### src/rtl/execution_controller_pkg.sv
// Shared ISA definitions: opcodes, ALU operation encodings, controller states and field layout.
// No latency or backpressure of its own; the decoder, ALU and controller all import it.
package execution_controller_pkg;

  localparam logic [5:0] OP_LI    = 6'b110000;
  localparam logic [5:0] OP_ADD   = 6'b010000;
  localparam logic [5:0] OP_MUL   = 6'b100000;
  localparam logic [5:0] OP_STORE = 6'b111000;

  typedef enum logic [1:0] {
    ALU_PASS_IMM = 2'b00,
    ALU_ADD      = 2'b01,
    ALU_MUL      = 2'b10,
    ALU_ADD_IMM  = 2'b11
  } alu_op_e;

  typedef enum logic [2:0] {
    ST_IDLE, ST_FETCH, ST_DECODE, ST_EXEC, ST_WAIT, ST_WB, ST_HALT
  } state_e;

  typedef struct packed {
    logic [5:0]  opcode;
    logic [4:0]  rs;
    logic [4:0]  rt;
    logic [4:0]  rd;
    logic [15:0] imm;
  } fields_t;

  function automatic logic op_legal(input logic [5:0] opcode);
    return (opcode == OP_LI) || (opcode == OP_ADD) ||
           (opcode == OP_MUL) || (opcode == OP_STORE);
  endfunction

  function automatic alu_op_e op_to_alu(input logic [5:0] opcode);
    alu_op_e op;
    case (opcode)
      OP_ADD:   op = ALU_ADD;
      OP_MUL:   op = ALU_MUL;
      OP_STORE: op = ALU_ADD_IMM;
      default:  op = ALU_PASS_IMM;
    endcase
    return op;
  endfunction

endpackage

### src/rtl/execution_controller_if.sv
// Controller-side bundle: run control, decoder word, ALU/memory handshakes and datapath controls.
// master = environment (decoder/ALU/memory), slave = execution_controller.
interface execution_controller_if;
  logic        start;
  logic [31:0] instruction;
  logic        alu_done;
  logic        mem_ready;
  logic        fetch_en;
  logic [4:0]  rs_addr;
  logic [4:0]  rt_addr;
  logic [4:0]  rd_addr;
  logic [15:0] imm;
  logic [1:0]  alu_op;
  logic        alu_start;
  logic        reg_write;
  logic        mem_write;
  logic        busy;
  logic        halted;
  logic        illegal;

  modport master (
    output start, instruction, alu_done, mem_ready,
    input  fetch_en, rs_addr, rt_addr, rd_addr, imm, alu_op,
           alu_start, reg_write, mem_write, busy, halted, illegal
  );

  modport slave (
    input  start, instruction, alu_done, mem_ready,
    output fetch_en, rs_addr, rt_addr, rd_addr, imm, alu_op,
           alu_start, reg_write, mem_write, busy, halted, illegal
  );
endinterface

### src/rtl/execution_controller_field_extractor.sv
// Purely combinational split of a 32-bit instruction word into opcode/rs/rt/rd/imm.
// Zero latency, no backpressure.
module field_extractor
  import execution_controller_pkg::*;
(
  input  logic [31:0] instr,
  output fields_t     fields
);
  assign fields.opcode = instr[31:26];
  assign fields.rs     = instr[25:21];
  assign fields.rt     = instr[20:16];
  assign fields.rd     = instr[15:11];
  assign fields.imm    = instr[15:0];
endmodule

### src/rtl/execution_controller.sv
// Sequences PROG_LEN instructions through FETCH/DECODE/EXEC/(WAIT)/WB, then halts until reset.
// LI/ADD take 4 cycles; MUL stalls in WAIT for alu_done; STORE holds mem_write until mem_ready.
module execution_controller
  import execution_controller_pkg::*;
#(
  parameter int PROG_LEN = 6,
  parameter int ITW      = 3
) (
  input  logic                   clk,
  input  logic                   reset,
  execution_controller_if.slave  bus
);
  // One spare bit lets the counter hold PROG_LEN even when PROG_LEN == 2**ITW.
  localparam int CW = ITW + 1;

  state_e          state_q, state_d;
  logic [31:0]     instr_q, instr_d;
  logic [CW-1:0]   cnt_q, cnt_d;
  logic            illegal_q, illegal_d;
  fields_t         fields;
  logic            last;
  logic            is_rd_type;

  field_extractor u_field_extractor (
    .instr  (instr_q),
    .fields (fields)
  );

  assign last       = (cnt_q == CW'(PROG_LEN));
  assign is_rd_type = (fields.opcode == OP_ADD) || (fields.opcode == OP_MUL);

  // Fields come straight from the latched word, so they hold from DECODE until the next FETCH.
  assign bus.rs_addr = fields.rs;
  assign bus.rt_addr = fields.rt;
  assign bus.rd_addr = is_rd_type ? fields.rd : fields.rt;
  assign bus.imm     = fields.imm;
  assign bus.alu_op  = op_to_alu(fields.opcode);
  assign bus.busy    = (state_q != ST_IDLE) && (state_q != ST_HALT);
  assign bus.halted  = (state_q == ST_HALT);
  assign bus.illegal = illegal_q;

  always_comb begin
    state_d       = state_q;
    instr_d       = instr_q;
    cnt_d         = cnt_q;
    illegal_d     = illegal_q;
    bus.fetch_en  = 1'b0;
    bus.alu_start = 1'b0;
    bus.reg_write = 1'b0;
    bus.mem_write = 1'b0;
    case (state_q)
      ST_IDLE: begin
        if (bus.start) state_d = ST_FETCH;
      end
      ST_FETCH: begin
        bus.fetch_en = 1'b1;
        instr_d      = bus.instruction;
        if (!last) cnt_d = cnt_q + CW'(1);
        state_d      = ST_DECODE;
      end
      ST_DECODE: begin
        if (op_legal(fields.opcode)) begin
          state_d = ST_EXEC;
        end else begin
          illegal_d = 1'b1;
          state_d   = ST_HALT;
        end
      end
      ST_EXEC: begin
        if (fields.opcode == OP_MUL) begin
          bus.alu_start = 1'b1;
          state_d       = ST_WAIT;
        end else if (fields.opcode == OP_STORE) begin
          bus.mem_write = 1'b1;
          if (bus.mem_ready) state_d = last ? ST_HALT : ST_FETCH;
        end else begin
          state_d = ST_WB;
        end
      end
      ST_WAIT: begin
        if (bus.alu_done) state_d = ST_WB;
      end
      ST_WB: begin
        bus.reg_write = 1'b1;
        state_d       = last ? ST_HALT : ST_FETCH;
      end
      ST_HALT: state_d = ST_HALT;
      default: state_d = ST_IDLE;
    endcase
  end

  always_ff @(posedge clk) begin
    if (!reset) begin
      state_q   <= ST_IDLE;
      instr_q   <= '0;
      cnt_q     <= '0;
      illegal_q <= 1'b0;
    end else begin
      state_q   <= state_d;
      instr_q   <= instr_d;
      cnt_q     <= cnt_d;
      illegal_q <= illegal_d;
    end
  end

endmodule

### src/flat_wrapper.sv
// flat-port wrapper written by rule: the top's interface ports become plain ports
module execution_controller_flat import execution_controller_pkg::*;
#(
  parameter int PROG_LEN = 6,
  parameter int ITW      = 3
)
  (clk, reset, bus_start, bus_instruction, bus_alu_done, bus_mem_ready, bus_fetch_en, bus_rs_addr, bus_rt_addr, bus_rd_addr, bus_imm, bus_alu_op, bus_alu_start, bus_reg_write, bus_mem_write, bus_busy, bus_halted, bus_illegal);
  execution_controller_if bus_i ();
  input  logic clk;
  input  logic reset;
  input wire logic [$bits(bus_i.start)-1:0] bus_start;
  input wire logic [$bits(bus_i.instruction)-1:0] bus_instruction;
  input wire logic [$bits(bus_i.alu_done)-1:0] bus_alu_done;
  input wire logic [$bits(bus_i.mem_ready)-1:0] bus_mem_ready;
  output wire logic [$bits(bus_i.fetch_en)-1:0] bus_fetch_en;
  output wire logic [$bits(bus_i.rs_addr)-1:0] bus_rs_addr;
  output wire logic [$bits(bus_i.rt_addr)-1:0] bus_rt_addr;
  output wire logic [$bits(bus_i.rd_addr)-1:0] bus_rd_addr;
  output wire logic [$bits(bus_i.imm)-1:0] bus_imm;
  output wire logic [$bits(bus_i.alu_op)-1:0] bus_alu_op;
  output wire logic [$bits(bus_i.alu_start)-1:0] bus_alu_start;
  output wire logic [$bits(bus_i.reg_write)-1:0] bus_reg_write;
  output wire logic [$bits(bus_i.mem_write)-1:0] bus_mem_write;
  output wire logic [$bits(bus_i.busy)-1:0] bus_busy;
  output wire logic [$bits(bus_i.halted)-1:0] bus_halted;
  output wire logic [$bits(bus_i.illegal)-1:0] bus_illegal;
  assign bus_i.start = bus_start;
  assign bus_i.instruction = bus_instruction;
  assign bus_i.alu_done = bus_alu_done;
  assign bus_i.mem_ready = bus_mem_ready;
  assign bus_fetch_en = bus_i.fetch_en;
  assign bus_rs_addr = bus_i.rs_addr;
  assign bus_rt_addr = bus_i.rt_addr;
  assign bus_rd_addr = bus_i.rd_addr;
  assign bus_imm = bus_i.imm;
  assign bus_alu_op = bus_i.alu_op;
  assign bus_alu_start = bus_i.alu_start;
  assign bus_reg_write = bus_i.reg_write;
  assign bus_mem_write = bus_i.mem_write;
  assign bus_busy = bus_i.busy;
  assign bus_halted = bus_i.halted;
  assign bus_illegal = bus_i.illegal;
  execution_controller #(.PROG_LEN(PROG_LEN), .ITW(ITW)) u_core (.clk(clk), .reset(reset), .bus(bus_i));
endmodule
### config.mk
export PLATFORM = sky130hd
export DESIGN_NAME = execution_controller_flat
export DESIGN_NICKNAME = d
export VERILOG_FILES = /design/src/rtl/execution_controller_pkg.sv /design/src/rtl/execution_controller_if.sv /design/src/rtl/execution_controller_field_extractor.sv /design/src/rtl/execution_controller.sv /design/src/flat_wrapper.sv
export SDC_FILE = /design/constraint.sdc
export NUM_CORES = 1
export LEC_CHECK = 0
export BUFFER_PORTS_ARGS = -buffer_cell sky130_fd_sc_hd__buf_2
export CORE_MARGIN = 4
export CORE_UTILIZATION = 52
export DETAILED_ROUTE_END_ITERATION = 7
export MAX_ROUTING_LAYER = met4
export PLACE_DENSITY = 0.94
export SYNTH_ARGS = -nofsm -noshare
export SYNTH_HDL_FRONTEND = slang
export SYNTH_HIERARCHICAL = 1
export SYNTH_SLANG_ARGS = --single-unit
### constraint.sdc
create_clock -name clk -period 3.79 [get_ports clk]
set_input_delay 0.379 -clock clk [delete_from_list [all_inputs] [get_ports clk]]
set_output_delay 0.379 -clock clk [all_outputs]
set_load 0.01 [all_outputs]
==> flow_metrics.env, run 1 <==
export IMPL_timing_hold_worst_class="in -> reg"
export IMPL_final_routed_drc_violation_total=0
export IMPL_cts_repair_resized=0
export IMPL_wire_length_of_the_first_global_routing_pass_um=6670
export IMPL_netlist_top_cell_by_area="sky130_fd_sc_hd__dfxtp_1"
export IMPL_clkSinkCount=40
export IMPL_netlist_top_cells_area="sky130_fd_sc_hd__dfxtp_1 (40%), sky130_fd_sc_hd__buf_4 (14%), sky130_fd_sc_hd__nand2_1 (14%)"
export IMPL_drt_wl_total_um=4030
export IMPL_worst_skew_pair_late_latency_ps=290
export IMPL_switching_share_pct=36.3
export IMPL_first_pass_iteration_count_of_the_detailed_router=5
export IMPL_fin_util_pct=60.4
export IMPL_grt_start_max_net_pins=37
export IMPL_grt_overflow_total=0
export IMPL_internal_power_uw=1040
export IMPL_finalNetCount=328
export IMPL_dpl_cell_count=330
export IMPL_multiInputGateArea_um2=836
export IMPL_cts_setup_buffers=0
export IMPL_drv_slew=0
export IMPL_antenna_diode_count=0
export IMPL_grt_pass1_vias=1522
export IMPL_syn_area_per_cell_um2=7.77
export IMPL_synth_area_um2=2010
export IMPL_hpwl_um=2890
export IMPL_postSynth_topFlopCell="sky130_fd_sc_hd__dfxtp_1"
export IMPL_max_freq_ghz=0.428
export IMPL_worst_ep_required_time_ps=3410
export IMPL_critPathCaptureType="output pin"
export IMPL_setup_repair_after_global_routing_missed_its_margin="no"
export IMPL_slew_headroom_pct=39.6
export IMPL_number_of_antenna_violations_at_the_first_check_in_global_routing=0
export IMPL_port_buffers=76
export IMPL_tritoncts_clock_tree="yes"
export IMPL_holdBufCountCts=0
export IMPL_synthSimpleGateAreaFrac_pct=22.4
export IMPL_gp_congestion=0.907
export IMPL_final_critical_path_setup_slack_ps=1460
export IMPL_cp_max_fo=5
export IMPL_synth_compound_gate_area_share_pct=13.0
export IMPL_critical_path_arrival_ps=1950
export IMPL_setup_violations=0
export IMPL_post_route_cells_drive_above_1_share_pct=31.5
export IMPL_run_status="finished, final reports clean"
export IMPL_grt_use_total_pct=16.8
export IMPL_areaGrowthSynthToFinish_pct=11.2
export IMPL_vdd_ir_drop_worst_mv=0.463
export IMPL_rows=22
export IMPL_setup_tns_final_ps=0
export IMPL_vias=1673
export IMPL_number_of_enable_type_register_cells_in_the_synthesized_netlist=0
export IMPL_htreeDepth=2
export IMPL_criticalPathCategory="reg -> out"
export IMPL_fillCellCount=359
export IMPL_yosys_register_bits=40
export IMPL_clockRootBuffer="sky130_fd_sc_hd__clkbuf_8"
export IMPL_synth_mux_area_share_pct=3.31
export IMPL_full_die_area_um2=4910
export IMPL_wl_per_cell_um=12.0
export IMPL_synth_adder_area_share_pct=1.25
export IMPL_skew_ps=4.38
export IMPL_synth_yosys_seq_area_share_pct=39.9
export IMPL_synth_top_area_share_pct=39.9
export IMPL_via_per_inst=4.96
export IMPL_power_share_clock_pct=24.2
export IMPL_crit_path_start_kind="flip-flop"
export IMPL_syn_instance_count=258
export IMPL_initial_core_util_pct=54.4
export IMPL_dieHeight_um=70.1
export IMPL_dpl_worst_slack_ps=1720
export IMPL_boundaryPins=77
export IMPL_max_clock_path_buffers=2
export IMPL_synthesis_yosys_warnings=6
export IMPL_tritoncts_num_buffers=5
export IMPL_timing_worst_slew_pin_value_ps=900
export IMPL_post_route_period_util_pct=61.6
export IMPL_comb_power_share_pct=37.3
export IMPL_die_x_um=70.1
export IMPL_cellPowerDensity_nw_per_um2=732
export IMPL_drt_initial_drc_count=78
export IMPL_floorplan_core_area_um2=3690
export IMPL_final_cells=337
export IMPL_yosys_area_share_xor_xnor_pct=1.75
export IMPL_synth_unique_cells=37
export IMPL_switching_power_uw=593
export IMPL_drv_cap=0
export IMPL_final_seq_area_um2=801
export IMPL_min_period_ps=2330
export IMPL_clk_pin_slew_ps=70
export IMPL_synth_top_family_by_area="simple AND/OR/NAND/NOR gates"
export IMPL_async_reset_ff_share_pct=0
export IMPL_final_number_of_hold_violating_endpoints=0
export IMPL_share_seq_of_total_power_pct=38.5
export IMPL_synth_net_count=297
export IMPL_detail_route_antenna_nets=0
export IMPL_power_static_leakage_uw=0.00102
==> worst max-delay path: stages (launching register included) <==
cell and delay, ps:
sky130_fd_sc_hd__dfxtp_1 320, sky130_fd_sc_hd__or3_1 400, sky130_fd_sc_hd__or3_1 490, sky130_fd_sc_hd__mux2_2 320, sky130_fd_sc_hd__buf_2 140
==> cell usage after synthesis (2+ instances only) <==
| cell | count |
|---|---|
| sky130_fd_sc_hd__nand2_1 | 73 |
| sky130_fd_sc_hd__dfxtp_1 | 40 |
| sky130_fd_sc_hd__a21oi_1 | 37 |
| sky130_fd_sc_hd__buf_4 | 37 |
| sky130_fd_sc_hd__clkbuf_1 | 9 |
| sky130_fd_sc_hd__nor2_1 | 8 |
| sky130_fd_sc_hd__buf_2 | 6 |
| sky130_fd_sc_hd__mux2_2 | 5 |
| sky130_fd_sc_hd__nand3_1 | 4 |
| sky130_fd_sc_hd__or3_1 | 4 |
| sky130_fd_sc_hd__nor2b_1 | 3 |
| sky130_fd_sc_hd__xnor2_1 | 3 |
| sky130_fd_sc_hd__ha_1 | 2 |
| sky130_fd_sc_hd__nor3_1 | 2 |
| sky130_fd_sc_hd__o21a_1 | 2 |
| sky130_fd_sc_hd__o21bai_1 | 2 |
==> per-stage QoR <==
stage                     area [um2]  power (uW)  hold slack (ps)
after floorplan                 2010        1190              437
after global placement          2100        1230              439
after detailed placement        2100        1250              443
after CTS                       2230        1650              313
after global routing            2230        1750              310
final                           2230        1630              322
==> routing by layer <==
metal	track usage [%]	vias to the layer above	share of wire (%)
li1	-	867	-
met1	20.3	738	41
met2	27.2	64	50
met3	6.04	4	8.3
met4	3.40	0	0.72
met5	-	-	0
==> path summary, 6_finish.rpt <==
path / start / to / slack [ps] / depth (start not counted)
max: u_core/instr_q[27] / bus_rd_addr[0] / 1460 / 4
min: bus_instruction[7] / u_core/instr_q[7] / 320 / 3
min reg2reg: u_core/instr_q[10] / u_core/instr_q[10] / 450 / 2
max reg2reg: u_core/state_q[0] / u_core/cnt_q[3] / 1710 / 6
==> power by group through the flow <==
stage | Sequential [uW] | Combinational (uW) | Clock [uW]
2_1_floorplan | 586 | 606 | 0
3_3_place_gp | 630 | 596 | 0
3_5_place_dp | 636 | 613 | 0
4_1_cts | 627 | 615 | 410
5_1_grt | 646 | 680 | 425
6_report | 628 | 609 | 396
==> area by class of cell <==
cell class / count / area share (%)
clock buffer: 5 / 3.09
sequential: 40 / 35.9
multi-input combinational: 162 / 37.5
tap: 48 / 2.69
timing repair buffer: 77 / 17.4
clock inverter: 2 / 2.69
inverter: 3 / 0.730
==> kinds of logic (layout without fill, tap and decap cells) <==
logic type | Yosys count | in the layout
and+or+nand+nor | 103 | 103
adders and majority gates | 2 | 2
AOI/OAI and AO/OA | 47 | 47
xor gates and xnor gates | 4 | 4
DFF | 40 | 40
muxes | 6 | 6
buffers and inverters | 56 | 87
==> layout by cell type, fill, tap and decap left out, types with 3 or more instances in the layout <==
| cell | n |
|---|---|
| sky130_fd_sc_hd__dfxtp_1 | 40 |
| sky130_fd_sc_hd__nand3_1 | 4 |
| sky130_fd_sc_hd__nor2_1 | 8 |
| sky130_fd_sc_hd__or3_1 | 4 |
| sky130_fd_sc_hd__nor2b_1 | 3 |
| sky130_fd_sc_hd__buf_2 | 76 |
| sky130_fd_sc_hd__xnor2_1 | 3 |
| sky130_fd_sc_hd__mux2_2 | 5 |
| sky130_fd_sc_hd__clkbuf_8 | 5 |
| sky130_fd_sc_hd__a21oi_1 | 37 |
| sky130_fd_sc_hd__nand2_1 | 73 |
==> registers in the layout, indices dropped and copies added (netlist names) <==
name,count
u_core/instr_q,32
u_core/cnt_q,4
u_core/state_q,3
u_core/bus.illegal,1
Note: power is estimated with default switching activity, not from simulation.
==> run 2, diff against run 1 <==
ABC_AREA = 1   (was default)
CORE_UTILIZATION = 44   (was 52)
PLACE_DENSITY = 0.86   (was 0.94)
clock period = 1.9 ns   (was 3.79 ns; I/O delays follow)
==> flow_metrics.env, run 2 <==
export IMPL_run_status="finished, final reports clean"
export IMPL_mostFrequentLayoutCell="sky130_fd_sc_hd__nor2_1"
export IMPL_rows=24
export IMPL_cpMaxStageDelayCell="sky130_fd_sc_hd__dfxtp_2"
export IMPL_worst_skew_pair_late_latency_ps=290
export IMPL_via_per_inst=4.95
export IMPL_yosysMostFrequentCell="sky130_fd_sc_hd__nor2_1"
export IMPL_design_power_total_uw=2970
export IMPL_areaGrowthSynthToFinish_pct=13.6
export IMPL_fillCellCount=453
export IMPL_critical_path_arrival_ps=1610
export IMPL_floorplan_core_area_um2=4410
export IMPL_vdd_ir_drop_worst_mv=0.752
export IMPL_synthSimpleGateAreaFrac_pct=26.6
export IMPL_setup_violations=0
export IMPL_dieHeight_um=76.2
export IMPL_drv_cap=0
export IMPL_power_static_leakage_uw=0.00121
export IMPL_clkSinkCount=40
export IMPL_die_x_um=76.2
export IMPL_netlist_top_cell_by_area="sky130_fd_sc_hd__dfxtp_1"
export IMPL_synth_net_count=322
export IMPL_yosys_top_cells_count="sky130_fd_sc_hd__nor2_1 (79), sky130_fd_sc_hd__dfxtp_1 (40), sky130_fd_sc_hd__buf_4 (37)"
export IMPL_hpwl_um=3400
export IMPL_synth_unique_cells=26
export IMPL_worst_ep_required_time_ps=1710
export IMPL_synthesis_yosys_warnings=6
export IMPL_number_of_enable_type_register_cells_in_the_synthesized_netlist=0
export IMPL_top_register="u_core/instr_q"
export IMPL_tritoncts_num_buffers=5
export IMPL_number_of_antenna_violations_at_the_first_check_in_global_routing=0
export IMPL_grt_pass1_vias=1805
export IMPL_boundaryPins=77
export IMPL_finalNetCount=365
export IMPL_crit_path_start_kind="flip-flop"
export IMPL_synth_compound_gate_area_share_pct=11.7
export IMPL_async_reset_ff_share_pct=0
export IMPL_dpl_worst_slack_ps=233
export IMPL_drt_wl_total_um=4670
export IMPL_min_period_ps=1800
export IMPL_clk_pin_slew_ps=80
export IMPL_htreeDepth=2
export IMPL_reg_top3="u_core/instr_q x32, u_core/cnt_q x4, u_core/state_q x3"
export IMPL_max_clock_path_buffers=2
export IMPL_timing_hold_worst_class="in -> reg"
export IMPL_synth_top_area_share_pct=39.1
export IMPL_antenna_diode_count=0
export IMPL_final_critical_path_setup_slack_ps=99.8
export IMPL_wl_per_cell_um=12.4
export IMPL_drv_slew=0
export IMPL_syn_area_per_cell_um2=7.23
export IMPL_synth_area_um2=2050
export IMPL_vias=1871
export IMPL_postSynth_topFlopCell="sky130_fd_sc_hd__dfxtp_1"
export IMPL_criticalPathCategory="reg -> out"
export IMPL_post_route_cells_drive_above_1_share_pct=35.0
export IMPL_netlist_top_cells_area="sky130_fd_sc_hd__dfxtp_1 (39%), sky130_fd_sc_hd__nor2_1 (14%), sky130_fd_sc_hd__buf_4 (14%)"
export IMPL_largest_register_ff_count=32
export IMPL_post_route_period_util_pct=94.7
export IMPL_grt_start_max_net_pins=35
export IMPL_first_pass_iteration_count_of_the_detailed_router=4
export IMPL_yosys_area_share_xor_xnor_pct=0
export IMPL_max_freq_ghz=0.555
export IMPL_port_buffers=76
export IMPL_setup_tns_final_ps=0
export IMPL_final_number_of_hold_violating_endpoints=0
export IMPL_tritoncts_clock_tree="yes"
export IMPL_synth_adder_area_share_pct=1.22
export IMPL_path_cells="nor2_4, nand4_1, nand2_4, mux2_2, buf_2"
export IMPL_critPathCaptureType="output pin"
export IMPL_skew_ps=5.66
export IMPL_slew_headroom_pct=78.7
export IMPL_yosys_register_bits=40
export IMPL_placed_cell_area_um2=2190
export IMPL_detail_route_antenna_nets=0
export IMPL_wire_length_of_the_first_global_routing_pass_um=7940
export IMPL_cp_max_fo=6
export IMPL_cellPowerDensity_nw_per_um2=1280
export IMPL_critical_path_max_stage_delay_ps=340
export IMPL_layout_common_cells="sky130_fd_sc_hd__nor2_1 (79), sky130_fd_sc_hd__buf_2 (76), sky130_fd_sc_hd__dfxtp_1 (38)"
export IMPL_holdBufCountCts=0
export IMPL_final_routed_drc_violation_total=0
export IMPL_initial_core_util_pct=46.4
export IMPL_fin_util_pct=52.7
export IMPL_full_die_area_um2=5810
export IMPL_syn_instance_count=283
export IMPL_grt_overflow_total=0
export IMPL_synth_yosys_seq_area_share_pct=39.1
export IMPL_drt_initial_drc_count=64
export IMPL_clockRootBuffer="sky130_fd_sc_hd__clkbuf_8"
export IMPL_synth_mux_area_share_pct=2.75
export IMPL_synth_top_family_by_area="simple AND/OR/NAND/NOR gates"
export IMPL_timing_worst_slew_pin_value_ps=319
export IMPL_post_route_cell_area_um2=2320
export IMPL_gp_congestion=0.858
export IMPL_grt_use_total_pct=16.7
## run 2: layout make-up
cell class,instances,area [um2],share of cell area (%)
Clock inverter,2,12.5,0.538
Timing Repair Buffer,83,433,18.6
Multi-Input combinational cell,180,882,37.9
Tap cell,52,65.1,2.80
Sequential cell,40,803,34.6
Inverter,16,60.1,2.58
Clock buffer,5,68.8,2.96
## run 2: per-stage QoR
stage,cells,hold slack (ps)
detailed placement,367,418
global route,378,116
finish,378,120
floorplan,283,325
CTS,374,116
global placement,367,410
## run 2: cell families after synthesis
| family | after synthesis |
|---|---|
| compound gates | 45 |
| fa+ha+maj | 2 |
| buf+inv | 63 |
| flops | 40 |
| mux | 5 |
| simple gates | 128 |
## run 2: timing repair
action / CTS / global route
buffers inserted: 0 / 4
gates resized for setup: 2 / 4
pin swaps: 1 / 4
setup endpoints to repair: 5 / 5
gates cloned: 0 / 0
## run 2: power by group
group	internal [uW]	switching, uW	total, uW
Sequential	1070	168	1240
Combinational	494	711	1210
Clock	248	278	526
Total	1810	1160	2970
## run 2: path summary, 6_finish.rpt
| path | endpoint | start | cells after the start | slack [ps] |
|---|---|---|---|---|
| max | bus_rd_addr[0] | u_core/instr_q[26] | 5 | 100 |
| max reg2reg | u_core/cnt_q[2] | u_core/state_q[0] | 8 | 440 |
| min | u_core/instr_q[2] | bus_instruction[2] | 3 | 120 |
| min reg2reg | u_core/bus.illegal | u_core/bus.illegal | 2 | 450 |
## run 2: worst max-delay path, delay by kind of cell, from the launching register on
kind | cells | cell delay, ps
buffers and inverters | 1 | 140
DFF | 1 | 340
muxes | 1 | 340
and+or+nand+nor | 3 | 510
## run 2: routing by layer
layer / global-route usage [%] / part of all wire [%]
met1: 18.3 / 43
met2: 28.2 / 47
met3: 5.67 / 8.0
met4: 5.77 / 1.6
met5: - / 0
==> run 3, diff against run 2 <==
--- a/config.mk
+++ b/config.mk
@@ -14,2 +14,3 @@
 export PLACE_DENSITY = 0.86
+export SKIP_CTS_REPAIR_TIMING = 1
 export SYNTH_ARGS = -nofsm -noshare
==> constraint.sdc (replaced) <==
create_clock -name clk -period 1.9 [get_ports clk]
set_input_delay 0.38 -clock clk [delete_from_list [all_inputs] [get_ports clk]]
set_output_delay 0.38 -clock clk [all_outputs]
set_load 0.01 [all_outputs]
==> flow_metrics.env, run 3 (same netlist as run 2, synthesis figures left out) <==
export IMPL_setup_violations=5
export IMPL_min_period_ps=2000
export IMPL_run_status="complete, but fails checks"
export IMPL_placed_cell_area_um2=2210
export IMPL_post_route_period_util_pct=105
export IMPL_setup_tns_final_ps=-462
export IMPL_mostFrequentLayoutCell="sky130_fd_sc_hd__nor2_1"
export IMPL_grt_start_max_net_pins=30
export IMPL_grt_use_total_pct=16.3
export IMPL_vias=1798
export IMPL_hpwl_um=3440
export IMPL_reg_top3="u_core/instr_q x32, u_core/cnt_q x4, u_core/state_q x3"
export IMPL_post_route_cell_area_um2=2390
export IMPL_largest_register_ff_count=32
export IMPL_grtUsageMet1_pct=18.1
export IMPL_drv_slew=0
export IMPL_final_critical_path_setup_slack_ps=-98.6
export IMPL_use_met3_pct=4.61
export IMPL_critPathCaptureType="output pin"
export IMPL_crit_path_start_kind="flip-flop"
export IMPL_full_die_area_um2=5810
export IMPL_grt_busiest_layer="met2"
export IMPL_max_clock_path_buffers=2
export IMPL_areaGrowthSynthToFinish_pct=16.9
export IMPL_worst_skew_pair_late_latency_ps=290
export IMPL_port_buffers=76
export IMPL_final_cells=380
export IMPL_rows=24
export IMPL_drt_wl_total_um=4700
export IMPL_detail_route_antenna_nets=0
export IMPL_drv_cap=0
export IMPL_antenna_diode_count=0
export IMPL_final_routed_drc_violation_total=0
export IMPL_dpl_cell_count=369
export IMPL_finalNetCount=366
export IMPL_clockRootBuffer="sky130_fd_sc_hd__clkbuf_8"
export IMPL_dpl_worst_slack_ps=75.3
export IMPL_htreeDepth=2
export IMPL_cp_max_fo=6
export IMPL_criticalPathCategory="reg -> out"
export IMPL_max_freq_ghz=0.500
export IMPL_layout_common_cells="sky130_fd_sc_hd__nor2_1 (79), sky130_fd_sc_hd__buf_2 (71), sky130_fd_sc_hd__dfxtp_1 (36)"
export IMPL_clk_pin_slew_ps=80
export IMPL_top_register="u_core/instr_q"
export IMPL_first_pass_iteration_count_of_the_detailed_router=4
export IMPL_drt_initial_drc_count=139
export IMPL_boundaryPins=77
export IMPL_floorplan_core_area_um2=4410
export IMPL_design_power_total_uw=3110
export IMPL_grt_pass1_vias=1777
export IMPL_critical_path_arrival_ps=1620
export IMPL_setup_repair_after_global_routing_missed_its_margin="yes"
export IMPL_gp_congestion=0.851
export IMPL_globalRouteMet2Util_pct=28.3
export IMPL_wl_per_cell_um=12.4
export IMPL_die_x_um=76.2
export IMPL_dieHeight_um=76.2
export IMPL_via_per_inst=4.73
export IMPL_tritoncts_num_buffers=5
export IMPL_power_static_leakage_uw=0.00124
export IMPL_initial_core_util_pct=46.4
export IMPL_wire_length_of_the_first_global_routing_pass_um=7760
export IMPL_clkSinkCount=40
export IMPL_failing_checks="setup timing"
export IMPL_grt_overflow_total=0
export IMPL_slew_headroom_pct=78.9
export IMPL_timing_worst_slew_pin_value_ps=316
export IMPL_number_of_antenna_violations_at_the_first_check_in_global_routing=0
export IMPL_worst_ep_required_time_ps=1520
export IMPL_cellPowerDensity_nw_per_um2=1300
export IMPL_skew_ps=5.28
export IMPL_final_number_of_hold_violating_endpoints=0
export IMPL_tritoncts_clock_tree="yes"
export IMPL_vdd_ir_drop_worst_mv=0.629
export IMPL_post_route_cells_drive_above_1_share_pct=36.0
export IMPL_timing_hold_worst_class="in -> reg"
## run 3: final timing paths
| kind | startpoint | end | slack, ps | depth (start not counted) |
|---|---|---|---|---|
| hold / removal | bus_instruction[4] | u_core/instr_q[4] | 300 | 3 |
| setup reg to reg | u_core/cnt_q[0] | u_core/cnt_q[1] | 420 | 9 |
| setup / recovery | u_core/instr_q[26] | bus_rd_addr[3] | -100 | 5 |
| hold reg to reg | u_core/bus.illegal | u_core/bus.illegal | 450 | 2 |
## run 3: through the flow
stage	hold slack, ps	utilization, %
5_1_grt	298	54.2
3_3_place_gp	441	50.1
2_1_floorplan	448	-
6_report	302	54.2
3_5_place_dp	446	50.1
4_1_cts	291	52.0
## run 3: report_power, final
part | switching (uW) | internal (uW) | total, uW
Combinational | 740 | 574 | 1310
Clock | 294 | 256 | 550
Sequential | 173 | 1070 | 1240
## run 3: routing by layer
metal | share of wire, % | wire, um
met1 | 44 | 2090
met2 | 47 | 2220
met3 | 7.2 | 340
met4 | 0.94 | 44
met5 | 0 | 0
## run 3: critical path, cell delays in order (launching register included)
cell and delay [ps]:
sky130_fd_sc_hd__dfxtp_2 340, sky130_fd_sc_hd__nor2_4 160, sky130_fd_sc_hd__nand4_1 180, sky130_fd_sc_hd__nand2_4 190, sky130_fd_sc_hd__mux2_4 330, sky130_fd_sc_hd__buf_6 120
## run 3: area by class of cell
type	instances	area, um2
sequential	40	806
clock buffer	5	68.8
clock inverter	3	18.8
multi-input combinational	180	902
fill	413	2020
timing repair buffer	84	472
tap	52	65.1
inverter	16	60.1
